File: src/rtl/share_collector_pkg.sv
// share_collector_pkg
// Shared types and constants for the share collector:
//   share_pair_t  - one {data, mask} share pair, indexed by DATA_IDX / MASK_IDX
//   byte_share_t  - eight shares of one kind (data byte or mask byte)
//   state_e       - occupancy FSM state of the 2-entry buffer
//   CNT_W_DEFAULT - default width of the accepted-transfer counter
package share_collector_pkg;

  typedef logic [0:1] share_pair_t;

  localparam int unsigned DATA_IDX = 0;
  localparam int unsigned MASK_IDX = 1;

  typedef logic [0:7] byte_share_t;

  typedef enum logic [1:0] {
    EMPTY = 2'd0,
    ONE   = 2'd1,
    FULL  = 2'd2
  } state_e;

  localparam int CNT_W_DEFAULT = 16;

endpackage

File: src/rtl/share_fifo2.sv
// share_fifo2
// Two-entry storage with wrap-around read/write pointers. Occupancy is tracked
// by the caller, which must never push when full nor pop when empty.
// Ports:
//   clk_i   - clock, rising edge
//   rst_ni  - asynchronous active-low reset; clears pointers and both entries
//   push_i  - write wdata_i into the slot at the write pointer
//   pop_i   - advance the read pointer past the head entry
//   wdata_i - entry to write
//   rdata_o - head entry (slot at the read pointer), straight from flops
module share_fifo2 #(
  parameter int W = 16
) (
  input  logic         clk_i,
  input  logic         rst_ni,
  input  logic         push_i,
  input  logic         pop_i,
  input  logic [W-1:0] wdata_i,
  output logic [W-1:0] rdata_o
);

  logic [W-1:0] mem_q [2];
  logic         wr_ptr_q, wr_ptr_d;
  logic         rd_ptr_q, rd_ptr_d;

  // Pointer next-state: each pointer toggles on its own transfer.
  always_comb begin
    wr_ptr_d = wr_ptr_q;
    rd_ptr_d = rd_ptr_q;
    if (push_i) begin
      wr_ptr_d = ~wr_ptr_q;
    end else begin
      wr_ptr_d = wr_ptr_q;
    end
    if (pop_i) begin
      rd_ptr_d = ~rd_ptr_q;
    end else begin
      rd_ptr_d = rd_ptr_q;
    end
  end

  // Storage and pointer registers; reset wipes entries so no share lingers.
  always_ff @(posedge clk_i or negedge rst_ni) begin
    if (!rst_ni) begin
      mem_q[0] <= {W{1'b0}};
      mem_q[1] <= {W{1'b0}};
      wr_ptr_q <= 1'b0;
      rd_ptr_q <= 1'b0;
    end else begin
      if (push_i) begin
        mem_q[wr_ptr_q] <= wdata_i;
      end
      wr_ptr_q <= wr_ptr_d;
      rd_ptr_q <= rd_ptr_d;
    end
  end

  assign rdata_o = mem_q[rd_ptr_q];

endmodule

File: src/rtl/share_collector.sv
// share_collector
// Collects eight {data, mask} share pairs into a data byte and a mask byte and
// buffers them in a 2-entry FIFO with valid/ready handshakes on both sides.
// The two share bytes travel in separate flops and are never combined, except
// on the optional debug output.
// Optional feature macro: SHARE_COLLECTOR_UNMASK_EN adds unmasked_o.
// Ports:
//   clk_i, rst_ni     - clock (rising edge), asynchronous active-low reset
//   in_0 .. in_7      - share pairs; [0] data share, [1] mask share
//   valid_i / ready_o - input handshake (ready_o depends on state only)
//   data_o / mask_o   - head entry data byte / mask byte
//   valid_o / ready_i - output handshake
//   cnt_o             - wrapping count of accepted input transfers
//   unmasked_o        - data_o ^ mask_o while valid_o (macro only)
module share_collector
  import share_collector_pkg::*;
#(
  parameter int CNT_W = CNT_W_DEFAULT
) (
  input  logic             clk_i,
  input  logic             rst_ni,
  input  logic [0:1]       in_0,
  input  logic [0:1]       in_1,
  input  logic [0:1]       in_2,
  input  logic [0:1]       in_3,
  input  logic [0:1]       in_4,
  input  logic [0:1]       in_5,
  input  logic [0:1]       in_6,
  input  logic [0:1]       in_7,
  input  logic             valid_i,
  output logic             ready_o,
  output logic [0:7]       data_o,
  output logic [0:7]       mask_o,
  output logic             valid_o,
  input  logic             ready_i,
  output logic [CNT_W-1:0] cnt_o
`ifdef SHARE_COLLECTOR_UNMASK_EN
  ,
  output logic [0:7]       unmasked_o
`endif
);

  state_e           state_q, state_d;
  logic [CNT_W-1:0] cnt_q, cnt_d;
  logic             in_xfer_s;
  logic             out_xfer_s;
  byte_share_t      data_byte_s;
  byte_share_t      mask_byte_s;
  logic [15:0]      wdata_s;
  logic [15:0]      rdata_s;

  // Share k lands on byte bit k; with [0:7] ranges bit 0 is the MSB.
  assign data_byte_s = {in_0[DATA_IDX], in_1[DATA_IDX], in_2[DATA_IDX], in_3[DATA_IDX],
                        in_4[DATA_IDX], in_5[DATA_IDX], in_6[DATA_IDX], in_7[DATA_IDX]};
  assign mask_byte_s = {in_0[MASK_IDX], in_1[MASK_IDX], in_2[MASK_IDX], in_3[MASK_IDX],
                        in_4[MASK_IDX], in_5[MASK_IDX], in_6[MASK_IDX], in_7[MASK_IDX]};
  assign wdata_s     = {data_byte_s, mask_byte_s};

  // Handshake flags are decoded from the state register only, so ready_o has
  // no path from ready_i and the outputs have no path from the inputs.
  assign ready_o    = (state_q != FULL);
  assign valid_o    = (state_q != EMPTY);
  assign in_xfer_s  = valid_i & ready_o;
  assign out_xfer_s = valid_o & ready_i;

  // Occupancy FSM next-state.
  always_comb begin
    state_d = state_q;
    case (state_q)
      EMPTY: begin
        if (in_xfer_s) state_d = ONE;
        else           state_d = EMPTY;
      end
      ONE: begin
        if (in_xfer_s && !out_xfer_s)      state_d = FULL;
        else if (!in_xfer_s && out_xfer_s) state_d = EMPTY;
        else                               state_d = ONE;
      end
      FULL: begin
        if (out_xfer_s) state_d = ONE;
        else            state_d = FULL;
      end
      default: state_d = EMPTY;
    endcase
  end

  // Accepted-transfer counter next-state; wraps naturally at 2^CNT_W.
  always_comb begin
    cnt_d = cnt_q;
    if (in_xfer_s) begin
      cnt_d = cnt_q + CNT_W'(1);
    end else begin
      cnt_d = cnt_q;
    end
  end

  // State and counter registers.
  always_ff @(posedge clk_i or negedge rst_ni) begin
    if (!rst_ni) begin
      state_q <= EMPTY;
      cnt_q   <= {CNT_W{1'b0}};
    end else begin
      state_q <= state_d;
      cnt_q   <= cnt_d;
    end
  end

  share_fifo2 #(
    .W (16)
  ) u_fifo (
    .clk_i   (clk_i),
    .rst_ni  (rst_ni),
    .push_i  (in_xfer_s),
    .pop_i   (out_xfer_s),
    .wdata_i (wdata_s),
    .rdata_o (rdata_s)
  );

  assign data_o = rdata_s[15:8];
  assign mask_o = rdata_s[7:0];
  assign cnt_o  = cnt_q;

`ifdef SHARE_COLLECTOR_UNMASK_EN
  // Debug view of the recombined byte, forced to zero when no head entry.
  assign unmasked_o = valid_o ? (data_o ^ mask_o) : 8'h00;
`else
  // No recombination logic in the default build.
`endif

endmodule

File: config.mk
export PLATFORM = sky130hd
export DESIGN_NAME = share_collector
export DESIGN_NICKNAME = d
export VERILOG_FILES = /design/src/rtl/share_collector_pkg.sv /design/src/rtl/share_fifo2.sv /design/src/rtl/share_collector.sv
export SDC_FILE = /design/constraint.sdc
export NUM_CORES = 1
export LEC_CHECK = 0
export ABC_CLOCK_PERIOD_IN_PS = 1600
export BUFFER_PORTS_ARGS = -buffer_cell sky130_fd_sc_hd__buf_2
export CORE_ASPECT_RATIO = 0.7
export CORE_MARGIN = 2
export CORE_UTILIZATION = 40
export DETAILED_ROUTE_END_ITERATION = 12
export GPL_ROUTABILITY_DRIVEN = 0
export GPL_TIMING_DRIVEN = 1
export PLACE_DENSITY_LB_ADDON = 0.2
export SLEW_MARGIN = 10
export SYNTH_ARGS = -nofsm -noshare
export SYNTH_HDL_FRONTEND = slang
export SYNTH_SLANG_ARGS = --single-unit
export TNS_END_PERCENT = 1
File: constraint.sdc
create_clock -name clk_i -period 1.6 [get_ports clk_i]
set_input_delay 0.24 -clock clk_i [delete_from_list [all_inputs] [get_ports clk_i]]
set_output_delay 0.24 -clock clk_i [all_outputs]
set_load 0.02 [all_outputs]
# Word-level counts from Yosys, hierarchy flattened
# Index checks and enable logic that the tools add are counted.
# op_classes
n_reduce_logical	7
muxes	11
add_sub_neg	1
bitwise_logic	6
n_lt_le_gt_ge	3
eq_ne	3
# op_table
cell	count
16-bit two-way mux	4
32-bit bitwise mux	1
16-bit by 1-bit adder with 16-bit output (second input constant)	1
16-bit demux with 1-bit select	1
2-bit case mux with 3 select lines	1
2-bit >= comparator (second input constant)	2
2-bit two-way mux	2
1-bit inverter with 2-bit output	2
1-bit logical AND	3
1-bit AND	2
2-bit by 1-bit == test with 1-bit output (second input constant)	1
2-bit == test (second input constant)	1
1-bit zero test	2
2-bit zero test	1
2-bit by 1-bit < comparator with 1-bit output (second input constant)	1
1-bit two-way mux	2
2-bit != test (second input constant)	1
1-bit inverter	2
2-bit nonzero test	1
# word_totals
input_bits	20
output_inout_bits	34
ff_bits	52
elab_cells	37

# Longest topological paths before layout
# Gate-level depths: netlist of the first run.
# depth
depth_word	7
ltp_mapped	6
depth_no_buf	5

# Modules after synthesis
# Synthesis of the first run repeated with hierarchy kept, for this count alone.
# unflattened
cells_unflattened	168
area_unflattened_um2	2367.3
# modules_own_cells
mod	area_each_um2	instances	seq_area_each_um2	cells_per_inst
share_fifo2	1511.4	1	850.8	91
share_collector	855.8	1	450.4	77

# Worst setup path after synthesis of the first run
# Ideal clock, no wire load.
# synth_path
path_kind	register to register
startpoint	register state_q[1]
endpoint	register u_fifo.mem_q[21] (netlist bit)
t_required_ps	1475
path_stages_with_launch	7
n_path_buf	1
setup_time_ps	125
setup_slack_ps	84
arrival_time_ps	1391
synth_period_minus_slack_ps	1516
cell_sequence	dfrtp_1 > nor2b_4 > inv_4 > nand2_8 > nor2_4 > buf_12 > mux2_4
# synth_between
elab_chain_len	2
# synth_lines
item	line	source
start: declaration	share_collector.sv:43	state_e state_q, state_d;
start signal: assignment	share_collector.sv:103	state_q <= state_d;
2-bit != test	share_collector.sv:61	assign ready_o = (state_q != FULL);
named net ready_o	share_collector.sv:31	output logic ready_o,
1-bit AND	share_collector.sv:63	assign in_xfer_s = valid_i & ready_o;
end signal: indexed assignment	share_fifo2.sv:51	mem_q[wr_ptr_q] <= wdata_i;
end: declaration	share_fifo2.sv:22	logic [W-1:0] mem_q [2];
# The timed path passes the listed nets, and every way through them passes these cells.
# A chain may end at the register's enable or synchronous reset.

# Worst setup path after layout of the first run
# layout_path
startpoint	register u_fifo.rd_ptr_q
endpoint	output port mask_o[5] (netlist bit)
# layout_between
elab_chain_len	4
# layout_lines
item	line	source
start: declaration	share_fifo2.sv:24	logic rd_ptr_q, rd_ptr_d;
start signal: assignment	share_fifo2.sv:54	rd_ptr_q <= rd_ptr_d;
1-bit inverter with 2-bit output (not written as such)	share_fifo2.sv:58	assign rdata_o = mem_q[rd_ptr_q];
16-bit two-way mux (not written as such) (3 in a row)	share_fifo2.sv:58	
end: declaration	share_collector.sv:33	output logic [0:7] mask_o,
# Every way passes these cells. The select of a mux whose other input is x is not followed.

==> results.cfg, run 1 <==
[layout]
mostFrequentLayoutCell = dfrtp_1
design_area_sq_um = 2920
nNetsFinal = 245
drive_above_1_share = 0.564
n_antenna_cell = 0
final_cell_mix = dfrtp_1 (51), buf_2 (48), mux2_2 (39)
synthToLayoutAreaGrowth_pct = 23.5
final_cells = 300

[critical_path]
crit_fanout = 17
reg2reg_depth = 5
worst-setup-path-type = reg -> out
endpoint = mask_o[5]
critical_path_required_ns = 1.36
r2r-end = u_fifo.mem_q[10]$_DFFE_PN0P_
r2r_slack_ns = 0.10
r2r_start = state_q[0]$_DFF_PN0_
endpoint_kind = output port
worst_ep_arrival_time_ns = 1.38
cp-start-kind = register
crit_start = u_fifo.rd_ptr_q$_DFFE_PN0P_

[die]
io_pins = 54
die_area_sq_um = 6560
die_x_microns = 96.0
fp-row-count = 23
core_sq_um = 5730
initial_core_util = 0.413
die_y_microns = 68.4

[pwr]
power_density_nw_per_um2 = 1940
p_leak_nw = 1.36
ir_worst_vdd_mv = 0.928

[place]
dpl_cell_area_sq_um = 2780
placedCellCount = 291
io_buffers = 53
place_hpwl_mm = 3.05

[route]
drtIter0Drc = 52
wirelength_mm = 4.25
via_per_inst = 4.80
drtAntennaViolNets = 0
drcViolationCount = 0
num_vias = 1441
wl_per_cell_microns = 14.2
dr.pass1.iters = 4

[run_status]
violations = setup timing
outcome = finished, violations left

[clock_tree]
clock_latency_ns = 0.30
postCtsSetupRepairBufs = 0
clock_sink_count = 52
clockBufferDepth = 2
cts_buffers = 5
cts.reportedPaths.clkPinSlew_ns = 0.09
cts_max_level = 2
ctsRootBufferMaster = clkbuf_8
cts_tree = built

[synthesis]
syn_avg_cell_area_sq_um = 14.7
ys_types = 32
ys_seq_elements = 52
async_flop_share = 1.00
synth_cells = 161
yosys_most_used_dff = dfrtp_1
syn_nets = 182
ys.warnings.count = 0
synth-edff-count = 0
synth_area_sq_um = 2370
synth_seq_area_share = 0.550

[grt]
overflow = 0
grt_usage = 0.144
grt_pass1_vias = 1382
antenna_found_initial = 0
grt_max_degree = 53
grt_pass1_wl_mm = 7.01

[timing]
fin_ws_ns = -0.0209
slew_headroom = 0.728
worstMarginPinSlew_ns = 0.406
fin_crit_ns = 1.62
period_share = 1.01
rsz0062_at_grt = yes
skew_ns = 0.00678
fmax_ghz = 0.617
setup_violations = 7
final-hold-violation-count = 0
slew_viol_final = 0

[min_path]
hold_path_class = in -> reg

[job]
max_cap_violations = 0
-- metal layers --
layer,global-route usage,share of wire,vias to the layer above
met3,0.0419,0.055,10
met4,0.0536,0.015,0
met1,0.221,0.53,704
met5,0,0,-
li1,-,-,691
met2,0.189,0.40,36
-- logic make-up (layout without fill, tap and decap cells) --
| family | count (synthesis) | in the layout | share of synthesized area |
|---|---|---|---|
| multiplexers | 49 | 49 | 0.249 |
| adder cells (fa/ha/maj) | 1 | 1 | 0.00528 |
| XOR/XNOR | 17 | 17 | 0.0629 |
| flip-flops | 52 | 52 | 0.550 |
| buffers and inverters | 6 | 70 | 0.0217 |
| AND/OR/NAND/NOR | 32 | 32 | 0.103 |
| AO/OA/AOI/OAI | 4 | 4 | 0.00899 |
-- worst min path at each step --
stage	from	end	slack (ns)	depth (start not counted)
after floorplan	rst_ni	cnt_o[0]$_DFFE_PN0P_	-0.06	0
after CTS	ready_i	state_q[1]$_DFF_PN0_	0.13	2
after global placement	rst_ni	cnt_o[5]$_DFFE_PN0P_	0.26	2
after detailed placement	rst_ni	cnt_o[6]$_DFFE_PN0P_	0.25	2
final	ready_i	state_q[1]$_DFF_PN0_	0.15	2
after global routing	ready_i	state_q[1]$_DFF_PN0_	0.12	2
-- critical path: stages, from the launching register on --
cell     delay (ns)
dfrtp_1        0.38
buf_12         0.17
mux2_2         0.36
buf_4          0.16
-- repair_timing --
item | 4_1_cts | 5_1_grt
setup endpoints to repair | 16 | 23
hold endpoints to repair | 52 | 0
hold buffers | 1 | 0
gates resized for setup | 0 | 7
-- Yosys cell counts, drive strengths merged, types with 2 or more instances --
cell type	instances	share of area
a21oi	3	0.0063
and3	4	0.011
buf	3	0.015
clkbuf	2	0.0037
dfrtp	52	0.55
mux2	49	0.25
nand2	8	0.023
nand3	6	0.015
nand4	3	0.0079
nor2	2	0.0063
nor3	2	0.0090
xnor2	14	0.052
xor2	3	0.011
-- layout make-up --
type | instances | area, sq um
sequential | 52 | 1300
timing repair buffer | 61 | 394
fill | 513 | 2800
tap | 75 | 93.8
clock buffer | 5 | 68.8
clock inverter | 3 | 42.5
multi-input combinational | 103 | 1010
inverter | 1 | 6.26
-- power by group --
| group | switching [mW] | internal, mW |
|---|---|---|
| clock network | 0.432 | 0.463 |
| logic | 1.22 | 1.36 |
| registers | 0.342 | 1.85 |
-- through the flow --
step	hold WS [ns]	setup TNS (ns)	total power [mW]	worst slack, ns	utilization
after floorplan	-0.0556	0	3.98	0.0835	-
after global placement	0.257	0	4.72	0.119	0.486
after detailed placement	0.254	0	4.76	0.0889	0.486
after CTS	0.129	-0.403	5.67	-0.0427	0.507
after global routing	0.122	-1.15	6.03	-0.0875	0.510
final	0.145	-0.0596	5.67	-0.0209	0.510
-- registers in the layout, indices dropped and copies added, names as in the netlist --
register / cells
cnt_o: 16
u_fifo.mem_q: 32
state_q: 2
u_fifo.wr_ptr_q: 1
u_fifo.rd_ptr_q: 1
(Power assumes the default switching activity.)
==> inputs of run 2 (changes only) <==
Settings changed: ABC_AREA set to 1, CTS_CLUSTER_SIZE set to 12.
==> results.cfg, run 2 <==
[run_status]
outcome = completed

[synthesis]
synth_most_common_cell = nand2_1
synth_top_cell_by_area = dfrtp_1
synth_area_sq_um = 2460
yosys_most_used_dff = dfrtp_1
syn_nets = 317
ys_types = 22
syn_avg_cell_area_sq_um = 8.32
synthTopCellsByArea = dfrtp_1 (53%), nand2_1 (18%), o21ai_2 (5.7%)
synth_cells = 296
synthTopCellsByCount = nand2_1 (118), dfrtp_1 (52), inv_1 (34), o21ai_0 (17), o21ai_2 (16)
synth_top_area_share = 0.528
synth_seq_area_share = 0.528
async_flop_share = 1.00
synth-edff-count = 0
ys.warnings.count = 0
ys_seq_elements = 52

[timing]
fin_crit_ns = 1.45
skew_ns = 0.0137
finalSetupTns_ns = 0
fin_ws_ns = 0.151
fmax_ghz = 0.690
worstMarginPinSlew_ns = 0.341
final-hold-violation-count = 0
period_share = 0.905
rsz0062_at_grt = no
setup_violations = 0
slew_headroom = 0.773
slew_viol_final = 0

[die]
die_x_microns = 97.8
io_pins = 54
die_y_microns = 69.6
die_area_sq_um = 6810
fp-row-count = 23
core_sq_um = 5840
initial_core_util = 0.422

[route]
drtAntennaViolNets = 0
drtIter0Drc = 111
wl_per_cell_microns = 10.9
drcViolationCount = 0
dr.pass1.iters = 4
wirelength_mm = 4.67
num_vias = 1879
via_per_inst = 4.40

[layout]
multiInputGateArea_sq_um = 950
synthToLayoutAreaGrowth_pct = 19.0
drive_above_1_share = 0.250
nNetsFinal = 373
largest_register_ffs = 32
final_cell_mix = nand2_1 (118), buf_2 (53), dfrtp_1 (52)
n_antenna_cell = 0
seq_area_sq_um = 1300
regMostFlops = u_fifo.mem_q
mostFrequentLayoutCell = nand2_1
design_area_sq_um = 2930
n_fill_cell = 601

[critical_path]
critical-path-max-stage-delay_ns = 0.37
worst-setup-path-type = reg -> out
critical_path_required_ns = 1.36
path_cells = clkinv_2 > buf_12 > nand2_1 > nand2_1 > buf_2
worst_path_max_delay_cell = dfrtp_1
worst_ep_arrival_time_ns = 1.21
r2r_slack_ns = 0.18
crit_fanout = 12
endpoint_kind = output port
cp-start-kind = register
crit_top_cell = nand2_1

[place]
io_buffers = 53
place_hpwl_mm = 3.38
place_ws_ns = 0.197
dpl_cell_area_sq_um = 2840

[grt]
overflow = 0
grt_max_degree = 40
grt_pass1_vias = 1770
antenna_found_initial = 0
grt_pass1_wl_mm = 8.11
grt_usage = 0.145

[clock_tree]
clockBufferDepth = 2
cts_buffers = 5
ctsRootBufferMaster = clkbuf_8
clock_latency_ns = 0.30
clock_sink_count = 52
cts.reportedPaths.clkPinSlew_ns = 0.10
postCtsSetupRepairBufs = 0
cts_tree = built
cts_max_level = 2

[pwr]
ir_worst_vdd_mv = 0.850
power_density_nw_per_um2 = 1610
p_leak_nw = 1.60

[job]
max_cap_violations = 0

[min_path]
hold_path_class = in -> reg
run 2: power breakdown:
group	internal, mW	leakage (nW)	switching, mW
Sequential	1.75	0.631	0.286
Combinational	0.741	0.933	1.24
Clock	0.297	0.0400	0.412
Total	2.79	1.60	1.94
run 2: metrics by stage:
| step | cells | hold slack (ns) | util | total power [mW] |
|---|---|---|---|---|
| after floorplan | 296 | -0.0556 | - | 3.40 |
| after global placement | 419 | 0.162 | 0.486 | 4.04 |
| after detailed placement | 419 | 0.160 | 0.486 | 4.07 |
| after CTS | 427 | 0.182 | 0.501 | 4.80 |
| after global routing | 427 | 0.192 | 0.501 | 5.10 |
| final | 427 | 0.188 | 0.501 | 4.73 |
run 2: metal layers:
metal	global-route usage	share of wire
met1	0.203	0.53
met2	0.222	0.42
met3	0.0393	0.046
met4	0.0370	0.0056
met5	0	0
run 2: cell type report:
cell class	count	area share
Inverter	37	0.0478
Multi-Input combinational cell	197	0.324
Tap cell	75	0.0320
Timing Repair Buffer	59	0.124
Clock inverter	2	0.00427
Clock buffer	5	0.0235
Sequential cell	52	0.444
run 2: kinds of logic (layout without fill, tap and decap cells):
family	count (synthesis)	count (layout)	share of synthesized area
DFF	52	52	0.528
xor gates and xnor gates	9	9	0.0320
buffers and inverters	47	103	0.0859
adders and majority gates	1	1	0.00508
and+or+nand+nor	153	153	0.255
AOI/OAI and AO/OA	34	34	0.0935
run 2: path summary, 6_finish.rpt:
kind                                         startpoint                           end  depth (start not counted)
max                         u_fifo.rd_ptr_q$_DFFE_PN0P_                     data_o[2]                          5
min                                             in_3[0]  u_fifo.mem_q[28]$_DFFE_PN0P_                          3
max reg2reg                        cnt_o[0]$_DFFE_PN0P_         cnt_o[12]$_DFFE_PN0P_                          6
min reg2reg                u_fifo.mem_q[22]$_DFFE_PN0P_  u_fifo.mem_q[22]$_DFFE_PN0P_                          2
max in group asynchronous                        rst_ni   u_fifo.mem_q[1]$_DFFE_PN0P_                          3
min in group asynchronous                        rst_ni  u_fifo.mem_q[24]$_DFFE_PN0P_                          2
run 2: worst max-delay path, delay by kind of cell, from the launching register on:
family	cells	cell delay, ns
buffers and inverters	3	0.45
and+or+nand+nor	2	0.10
DFF	1	0.37
run 2: repair_timing:
action | CTS | global route
endpoints found under the hold margin | 13 | 0
hold buffers | 1 | 0
endpoints found under the setup margin | 3 | 0
gates resized for setup | 1 | 0
==> inputs of run 3 (changes only) <==
Settings changed: SYNTH_HIERARCHICAL set to 1.
==> results.cfg, run 3 <==
[synthesis]
syn_avg_cell_area_sq_um = 8.23
syn_nets = 340
synth_top_area_share = 0.495
synth_mux_area_frac = 0
synth_seq_area_share = 0.495
synthTopCellsByCount = nand2_1 (118), dfrtp_1 (52), nand3_1 (43), inv_1 (32), o21ai_0 (16)
async_flop_share = 1.00
synth_most_common_cell = nand2_1
synthXorXnorAreaFrac = 0.0300
synthTopCellsByArea = dfrtp_1 (50%), nand2_1 (17%), nand3_1 (8.2%)
ys_seq_elements = 52
synth-edff-count = 0
synth_cells = 319
yosys_most_used_dff = dfrtp_1
ys_types = 26
ys.warnings.count = 6
synth-compound-area-share = 0.0362
yosys.area_share.adder = 0.00476
synth_top_cell_by_area = dfrtp_1
synth_top_family_by_area = simple AND/OR/NAND/NOR gates
synth_area_sq_um = 2630
yosys.area_share.simple = 0.342

[timing]
worstMarginPinSlew_ns = 0.328
fin_crit_ns = 1.49
finalSetupTns_ns = 0
fmax_ghz = 0.672
setup_violations = 0
period_share = 0.930
slew_headroom = 0.781
slew_viol_final = 0
final-hold-violation-count = 0
skew_ns = 0.00854
rsz0062_at_grt = no
fin_worst_hold_slack_ns = 0.178

[clock_tree]
clock_latency_ns = 0.30
cts_max_level = 2
ctsRootBufferMaster = clkbuf_8
clock_sink_count = 52
cts_buffers = 5
clockBufferDepth = 2
postCtsSetupRepairBufs = 0
cts_tree = built
cts.reportedPaths.clkPinSlew_ns = 0.09

[grt]
antenna_found_initial = 0
grt_pass1_vias = 2001
grt_max_degree = 53
overflow = 0
grt_pass1_wl_mm = 9.52
grt_usage = 0.165

[die]
core_sq_um = 6280
io_pins = 54
fp-row-count = 24
die_y_microns = 71.8
die_area_sq_um = 7240
initial_core_util = 0.418
die_x_microns = 101

[layout]
design_area_sq_um = 3050
regMostFlops = u_fifo/mem_q
n_antenna_cell = 0
synthToLayoutAreaGrowth_pct = 16.1
final_cell_mix = nand2_1 (118), buf_2 (53), dfrtp_1 (52)
largest_register_ffs = 32
n_fill_cell = 635
drive_above_1_share = 0.233
nNetsFinal = 395
mostFrequentLayoutCell = nand2_1
final_cells = 452

[critical_path]
endpoint_kind = output port
crit_fanout = 17
cp-start-kind = register
worst-setup-path-type = reg -> out
critical_path_required_ns = 1.36
worst_ep_arrival_time_ns = 1.25

[route]
drtAntennaViolNets = 0
num_vias = 2111
via_per_inst = 4.67
wl_per_cell_microns = 12.2
dr.pass1.iters = 4
wirelength_mm = 5.51
drtIter0Drc = 102
drcViolationCount = 0

[run_status]
outcome = completed

[pwr]
ir_worst_vdd_mv = 1.02
power_mw = 5.24
p_leak_nw = 1.67
power_density_nw_per_um2 = 1720

[place]
dpl_cell_area_sq_um = 2960
io_buffers = 53
placedCellCount = 444
place_hpwl_mm = 3.88

[job]
max_cap_violations = 0

[min_path]
hold_path_class = in -> reg
==> run 3: per-layer routing <==
metal  vias up  global-route usage  wire length (microns)
li1       1107                   -                      -
met1       969               0.245                   2870
met2        30               0.243                   2390
met3         5              0.0380                    184
met4         0              0.0457                     60
met5         -                   0                      0
==> run 3: area by class of cell <==
type                    instances  area [sq um]  share of cell area
flip-flops and latches         52          1300               0.427
multi-input cells             217          1090               0.357
repair buffers                 61           340               0.112
inverters                      37           144              0.0472
well taps                      78          97.6              0.0320
clock buffers                   6          72.6              0.0238
clock inverters                 1          5.00             0.00164
==> run 3: final timing paths <==
kind	from	endpoint	slack (ns)	cells past startpoint
setup reg to reg	state_q[1]$_DFF_PN0_	u_fifo/mem_q[25]$_DFFE_PN0P_	0.17	6
hold / removal	in_6[1]	u_fifo/mem_q[17]$_DFFE_PN0P_	0.18	3
min in group asynchronous	rst_ni	u_fifo/mem_q[0]$_DFFE_PN0P_	0.44	3
hold reg to reg	u_fifo/mem_q[28]$_DFFE_PN0P_	u_fifo/mem_q[28]$_DFFE_PN0P_	0.47	2
setup / recovery	u_fifo/rd_ptr_q$_DFFE_PN0P_	mask_o[5]	0.11	3
max in group asynchronous	rst_ni	cnt_o[14]$_DFFE_PN0P_	0.90	3
==> run 3: stage by stage <==
step | util | setup slack [ns]
after detailed placement | 0.471 | 0.166
after global placement | 0.471 | 0.221
after floorplan | - | 0.231
after CTS | 0.485 | 0.0652
final | 0.486 | 0.112
after global routing | 0.486 | 0.00744
==> run 3: cells by family after synthesis <==
logic type      after synthesis
xor+xnor                      9
compound gates               19
buf+inv                      50
fa+ha+maj                     1
simple gates                188
flops                        52
==> run 3: repair_timing <==
| action | CTS | global route |
|---|---|---|
| hold buffers | 1 | 0 |
| cloned | 0 | 0 |
| gates resized for setup | 1 | 2 |
| hold endpoints to repair | 52 | 0 |
| endpoints found under the setup margin | 1 | 2 |
==> run 3: critical path, cell delays in order, from the launching register on <==
cell     delay [ns]
dfrtp_1        0.38
buf_4          0.19
o21ai_0        0.19
buf_2          0.19
==> run 3: where the power goes <==
part,total (mW),leakage (nW),switching (mW),internal [mW]
logic,2.35,0.981,1.55,0.799
clock network,0.723,0.0410,0.424,0.299
registers,2.17,0.652,0.353,1.81
total,5.24,1.67,2.33,2.91
